### config.mk
export PLATFORM = sky130hd
export DESIGN_NAME = poly_tone_pwm
export DESIGN_NICKNAME = d
export VERILOG_FILES = /design/src/rtl/poly_tone_pwm.sv
export SDC_FILE = /design/constraint.sdc
export NUM_CORES = 1
export LEC_CHECK = 0
export BUFFER_PORTS_ARGS = -buffer_cell sky130_fd_sc_hd__buf_2
export CORE_ASPECT_RATIO = 0.6
export CORE_MARGIN = 2
export CORE_UTILIZATION = 51
export CTS_BUF_LIST = sky130_fd_sc_hd__clkbuf_16
export DETAILED_ROUTE_END_ITERATION = 10
export PLACE_DENSITY = 0.66
export SETUP_SLACK_MARGIN = 0.3
export SYNTH_ARGS = -nofsm -noshare
export SYNTH_HDL_FRONTEND = slang
export SYNTH_SLANG_ARGS = --single-unit
### constraint.sdc
create_clock -name clk -period 4.17 [get_ports clk]
set_clock_uncertainty 0.05 [all_clocks]
set_input_delay 0.6255 -clock clk [delete_from_list [all_inputs] [get_ports clk]]
set_output_delay 0.6255 -clock clk [all_outputs]
set_load 0.01 [all_outputs]
### src/rtl/poly_tone_pwm.sv
// -----------------------------------------------------------------------------
// poly_tone_pwm
//
// Polyphonic square-wave tone generator with a single PWM mixer output.
// NUM_CH independent channels each hold a live configuration (period, volume,
// gate) plus a shadow copy and a pending flag. A config write lands in the
// shadow and is copied to the live registers only when the channel is idle or
// at the end of its current period. A retune or a gate-off therefore never cuts
// a square-wave period short, which keeps the output free of clicks.
//
// Ports
//   clk         system clock
//   resetn      asynchronous active-low reset
//   cfg_valid   config request
//   cfg_ready   channel on cfg_ch has no pending config (combinational)
//   cfg_ch      target channel
//   cfg_period  tone period in clk cycles (0 and 1 keep the channel silent)
//   cfg_vol     channel amplitude, 0 = silent
//   cfg_gate    1 = channel on, 0 = channel off
//   ch_active   per channel: live gate set and live period >= 2
//   out_pwm     registered PWM bitstream of the mixed channel levels
// -----------------------------------------------------------------------------
module poly_tone_pwm #(
    parameter int   NUM_CH   = 4,
    parameter int   PERIOD_W = 32,
    parameter int   VOL_W    = 4,
    localparam int  CH_W     = (NUM_CH > 1) ? $clog2(NUM_CH) : 1,
    localparam int  SUM_W    = VOL_W + CH_W
) (
    input  logic                clk,
    input  logic                resetn,
    input  logic                cfg_valid,
    output logic                cfg_ready,
    input  logic [CH_W-1:0]     cfg_ch,
    input  logic [PERIOD_W-1:0] cfg_period,
    input  logic [VOL_W-1:0]    cfg_vol,
    input  logic                cfg_gate,
    output logic [NUM_CH-1:0]   ch_active,
    output logic                out_pwm
);

    // cfg_ch can address more slots than there are channels when NUM_CH is
    // not a power of two; those slots always look ready and writes to them are
    // dropped.
    localparam int NSLOT = 1 << CH_W;

    // Per-channel live, shadow and control state.
    logic [PERIOD_W-1:0] live_period_r [NUM_CH];
    logic [VOL_W-1:0]    live_vol_r    [NUM_CH];
    logic [NUM_CH-1:0]   live_gate_r;
    logic [PERIOD_W-1:0] sh_period_r   [NUM_CH];
    logic [VOL_W-1:0]    sh_vol_r      [NUM_CH];
    logic [NUM_CH-1:0]   sh_gate_r;
    logic [NUM_CH-1:0]   pending_r;
    logic [PERIOD_W-1:0] phase_r       [NUM_CH];
    logic [VOL_W-1:0]    lvl_r         [NUM_CH];

    // Mixer and PWM state.
    logic [SUM_W-1:0]    sum_r;
    logic [SUM_W-1:0]    carrier_r;
    logic [SUM_W-1:0]    duty_q_r;
    logic                out_pwm_r;

    // Per-channel decode.
    logic [NUM_CH-1:0]   active_s;
    logic [NUM_CH-1:0]   wrap_s;
    logic [NUM_CH-1:0]   apply_s;
    logic [NUM_CH-1:0]   load_s;
    logic [NUM_CH-1:0]   sq_s;
    logic [NSLOT-1:0]    pend_pad_s;
    logic [SUM_W-1:0]    mix_s;

    // Ready lookup over the padded slot space so any cfg_ch value is safe.
    always_comb begin
        pend_pad_s              = '0;
        pend_pad_s[NUM_CH-1:0]  = pending_r;
        cfg_ready               = ~pend_pad_s[cfg_ch];
    end

    // Channel activity, period wrap, apply/load strobes and square wave.
    always_comb begin
        for (int i = 0; i < NUM_CH; i++) begin
            active_s[i] = live_gate_r[i] & (live_period_r[i] >= PERIOD_W'(2));
            wrap_s[i]   = (phase_r[i] == (live_period_r[i] - PERIOD_W'(1)));
            // Idle channels take new config at once; running ones only at wrap.
            apply_s[i]  = pending_r[i] & (~active_s[i] | wrap_s[i]);
            load_s[i]   = cfg_valid & cfg_ready & (cfg_ch == CH_W'(i));
            // Odd periods: high for floor(P/2), low for the rest.
            sq_s[i]     = (phase_r[i] < (live_period_r[i] >> 1));
        end
    end

    assign ch_active = active_s;

    // Unsigned sum of the registered channel levels; width always suffices.
    always_comb begin
        mix_s = '0;
        for (int i = 0; i < NUM_CH; i++) begin
            mix_s = mix_s + SUM_W'(lvl_r[i]);
        end
    end

    // Per-channel config registers, phase counter and registered level.
    always_ff @(posedge clk or negedge resetn) begin
        if (!resetn) begin
            live_gate_r <= '0;
            sh_gate_r   <= '0;
            pending_r   <= '0;
            for (int i = 0; i < NUM_CH; i++) begin
                live_period_r[i] <= '0;
                live_vol_r[i]    <= '0;
                sh_period_r[i]   <= '0;
                sh_vol_r[i]      <= '0;
                phase_r[i]       <= '0;
                lvl_r[i]         <= '0;
            end
        end else begin
            for (int i = 0; i < NUM_CH; i++) begin
                // load and apply are exclusive: load needs pending clear,
                // apply needs it set.
                if (load_s[i]) begin
                    sh_period_r[i] <= cfg_period;
                    sh_vol_r[i]    <= cfg_vol;
                    sh_gate_r[i]   <= cfg_gate;
                    pending_r[i]   <= 1'b1;
                end else if (apply_s[i]) begin
                    live_period_r[i] <= sh_period_r[i];
                    live_vol_r[i]    <= sh_vol_r[i];
                    live_gate_r[i]   <= sh_gate_r[i];
                    pending_r[i]     <= 1'b0;
                end else begin
                    pending_r[i]     <= pending_r[i];
                end

                // Phase restarts at 0 with the new config; held at 0 when idle.
                if (apply_s[i]) begin
                    phase_r[i] <= '0;
                end else if (active_s[i] && !wrap_s[i]) begin
                    phase_r[i] <= phase_r[i] + PERIOD_W'(1);
                end else begin
                    phase_r[i] <= '0;
                end

                lvl_r[i] <= (active_s[i] & sq_s[i]) ? live_vol_r[i] : '0;
            end
        end
    end

    // Mix sum, free-running carrier, frame-latched duty and PWM compare.
    always_ff @(posedge clk or negedge resetn) begin
        if (!resetn) begin
            sum_r     <= '0;
            carrier_r <= '0;
            duty_q_r  <= '0;
            out_pwm_r <= 1'b0;
        end else begin
            sum_r     <= mix_s;
            carrier_r <= carrier_r + SUM_W'(1);
            // Duty only changes at frame start so each frame is a clean pulse.
            if (carrier_r == '0) begin
                duty_q_r <= sum_r;
            end else begin
                duty_q_r <= duty_q_r;
            end
            out_pwm_r <= (carrier_r < duty_q_r);
        end
    end

    assign out_pwm = out_pwm_r;

endmodule

==> summary.txt <==
Detailed routing
  – Via count: between 15,000 and 20,000
  – Post-detailed-route wirelength per cell: 21.1 um
  – Post-route ant nets: 0
  – DRC: 0
  – Initial drt markers: approximately 1,500
  – Drt pass-1 iters: 5
  – DR vias/cell: slightly below 6
  – Post-Route WL: between 60,000 and 70,000 um

Synth
  – Yosys reg bits: about 460
  – Top FF cell, synth: dfrtp_1
  – Synth cell count leaders: dfrtp_1, nor2_1, inv_1, mux2_2, xnor2_1
  – Cells after Synth: 2,527
  – Syn_area_per_cell: between 10 and 15 um2
  – Post-synth top area cell: dfrtp_1
  – Yosys cell types: 85
  – Post-synth top area share: a little over two fifths
  – Post-synth EDFFs: 0
  – Seq/Total Area, Yosys: between 40% and 50%
  – Largest cells by area after synthesis: dfrtp_1, mux2_2, ha_1
  – Most frequent cell after synthesis: dfrtp_1
  – Mapped Nets: 2,721
  – Async SR Flop Fraction: between 90% and 100%
  – Post-Syn Area: 0.0266 mm2
  – YS warnings: 0

Clock network
  – Insertion delay to the later sink of the worst-skew pair: around 570 ps
  – Htree depth: 2
  – CTS tree: built
  – Clk sinks: between 400 and 500
  – Root Driver: clkbuf_16
  – Clock buffer depth: 3
  – TritonCTS Buffers: 44
  – Clock-pin slew on the worst setup and hold paths: approximately 70 ps

Die
  – Die Wd: ~300 um
  – Die H: roughly 180 um
  – Die area: between 0.05 and 0.06 mm2
  – # rows: 64
  – Area of the core: between 0.05 and 0.06 mm2
  – # IOs: 48
  – Effective utilization at floorplan: approximately half

Placed design
  – Global placer's final weighted congestion: 0.935
  – Port-buffer cells: 47
  – Post-DP HPWL: approximately 51,000 um
  – Place WS: about 170 ps
  – Cell Area, Placed: 0.0278 mm2

Power
  – Logic gate share of total power: between 40% and 50%
  – Worst VDD drop: between 0.5 and 0.6 mV
  – Net switching fraction of the power: 40.2%
  – Sequential share of power: 37.9%
  – Total power: 21.0 mW
  – Power share of the clock group: 19.5%
  – NetSw: around 8.5 mW
  – Pwr per Cell Area: between 700 and 800 mW/mm2
  – Static Leakage: between 10 and 15 nW
  – Internal power: about 13 mW

STA
  – RSZ-0062 raised after global routing: false
  – Period utilization: between 80 and 90%
  – Max Slew Vio Count: 0
  – Final count of hold timing violations: 0
  – Final hold slack: 341 ps
  – Fmax: approximately 270 MHz
  – Total Neg Setup Slack: 0 ps
  – Crit path time final: between 3000 and 4000 ps
  – Setup ws final: ~490 ps
  – Worst-margin pin slew: ~900 ps
  – Final setup vio count: 0
  – Relative slew slack: roughly two fifths

Finish
  – Register area: around 0.012 mm2
  – Fillcell total: ~4,300
  – Cell area after layout: approximately 0.030 mm2
  – Fraction of layout cells with a size suffix above 1: approximately 15%
  – Area grow syn2layout: 11.0%
  – Nets: 2,781
  – Area of the multi-input gates: approximately 0.014 mm2

Worst setup path
  – Setup CP Type: flop to flop
  – R2R Setup Slk: 490 ps
  – Startpoint Class: flop
  – Crit. End Element: flop
  – CP top delay family: simple AND/OR/NAND/NOR gates
  – Worst path required time: approximately 4600 ps
  – Reg2Reg Depth: 13
  – Worst-path cell chain: inv_1, ha_2, nor4b_4, buf_4, nand4_1, or4_4, a22oi_2, nor4bb_4, nand4b_1, and4b_2, o21ai_4, clkbuf_16, mux2_1
  – Worst Path Buf+Inv: 3
  – CP peak stage delay: between 500 and 600 ps
  – Slowest CP cell: or4_4
  – CP max FO: 18
  – Crit path DAT: about 4000 ps
  – FF-to-FF Start: live_period_r[64]$_DFFE_PN0P_
  – R2R Path End: live_period_r[80]$_DFFE_PN0P_

GRT
  – Vias in the first global route: ~19,000
  – Initial antenna violation count: 11
  – Largest net degree at the start of global routing: approximately 110
  – Gr ovfl total: 0
  – First-pass GRT wire length: between 100,000 and 150,000 um
  – Gr usage total: approximately a quarter

Worst hold path
  – Hold Path Depth: 2
  – Worst Hold End: sh_vol_r[13]$_DFFE_PN0P_
  – Min-delay src: cfg_vol[1]
  – Hold Crit Class: input pin to flop

Outcome
  – Outcome: completed

Run
  – Max cap viols: 0
cells by family (layout without fill, tap and decap cells):
family	Yosys count	after routing	share of synthesized area [%]
xor gates and xnor gates	268	268	8.88
DFF	463	463	43.6
buffers and inverters	258	348	3.78
adders and majority gates	152	152	7.38
and+or+nand+nor	786	787	15.7
muxes	311	311	13.4
AOI/OAI and AO/OA	289	290	7.32
other	0	2	0
flip-flops by register name, indices dropped and copies added (netlist names):
name / flops
carrier_r: 6
duty_q_r: 6
live_gate_r: 4
live_period_r: 128
live_vol_r: 16
lvl_r: 16
out_pwm: 1
pend_pad_s: 4
phase_r: 128
sh_gate_r: 4
sh_period_r: 128
sh_vol_r: 16
sum_r: 6
cells in the final DEF (no fill, tap or decap), types with 14 or more instances in the layout:
master | Yosys | final
mux2_2 | 165 | 165
nand4_1 | 72 | 72
o21ai_0 | 59 | 59
nor2b_1 | 22 | 22
xor2_1 | 115 | 115
or4_1 | 16 | 14
and2_1 | 16 | 16
clkbuf_16 | 0 | 46
dfrtp_1 | 463 | 460
nor3_1 | 54 | 51
buf_2 | 12 | 46
or3_1 | 18 | 18
nor2_1 | 220 | 218
ha_1 | 144 | 143
mux2_1 | 120 | 120
nor4_1 | 42 | 37
mux2_4 | 15 | 15
a21oi_1 | 65 | 65
nand3_1 | 82 | 82
nand2_1 | 106 | 106
inv_1 | 167 | 172
and3_1 | 36 | 36
xnor2_1 | 152 | 152
buf_4 | 0 | 48
and4_1 | 14 | 14
nand2b_1 | 19 | 19
a21o_1 | 38 | 38
how the worst max path moves through the flow:
stage | start | endpoint | slack (ps) | depth (start not counted)
6_report | live_period_r[64]$_DFFE_PN0P_ | live_period_r[80]$_DFFE_PN0P_ | 490 | 13
5_1_grt | live_period_r[32]$_DFFE_PN0P_ | phase_r[40]$_DFF_PN0_ | 270 | 14
4_1_cts | live_period_r[64]$_DFFE_PN0P_ | live_period_r[77]$_DFFE_PN0P_ | 310 | 13
3_5_place_dp | live_period_r[64]$_DFFE_PN0P_ | live_period_r[72]$_DFFE_PN0P_ | 170 | 13
3_3_place_gp | live_period_r[32]$_DFFE_PN0P_ | live_period_r[32]$_DFFE_PN0P_ | 330 | 12
2_1_floorplan | live_period_r[103]$_DFFE_PN0P_ | live_period_r[109]$_DFFE_PN0P_ | 640 | 11
routing by layer:
metal | routed length (um) | part of all wire [%] | GRT usage, %
met5 | 0 | 0 | 0
met4 | 1410 | 2.0 | 5.18
met3 | 4440 | 6.4 | 3.88
met1 | 35500 | 51 | 41.4
met2 | 28500 | 41 | 36.7
area by class of cell:
class                   instances  share of cell area [%]
multi-input cells            1808                    48.2
flip-flops and latches        463                    39.3
clock buffers                  45                    3.82
well taps                     693                    2.94
repair buffers                103                    2.58
inverters                     167                    2.12
clock inverters                33                    1.06
diodes                          2                  0.0170
power groups by stage:
stage / clock [mW] / combinational, mW / sequential, mW
after floorplan: 0 / 6.65 / 7.14
after global placement: 0 / 8.39 / 7.89
after detailed placement: 0 / 8.62 / 7.97
after CTS: 4.19 / 8.72 / 7.90
after global routing: 4.36 / 9.94 / 8.22
final: 4.10 / 8.95 / 7.97
repair_timing:
action | 4_1_cts | 5_1_grt
endpoints found under the setup margin | 140 | 236
hold endpoints to repair | 38 | 0
gates resized for setup | 4 | 28
pin swaps | 1 | 6
setup buffers | 0 | 4
hold buffers | 1 | 0
gates cloned | 1 | 2
through the flow:
| stage | util (%) | std cells |
|---|---|---|
| floorplan | - | 2527 |
| global placement | 54.2 | 3226 |
| detailed placement | 54.2 | 3226 |
| CTS | 57.1 | 3306 |
| global route | 57.6 | 3313 |
| finish | 57.6 | 3314 |
No activity file was read; power rests on OpenSTA's default activity.
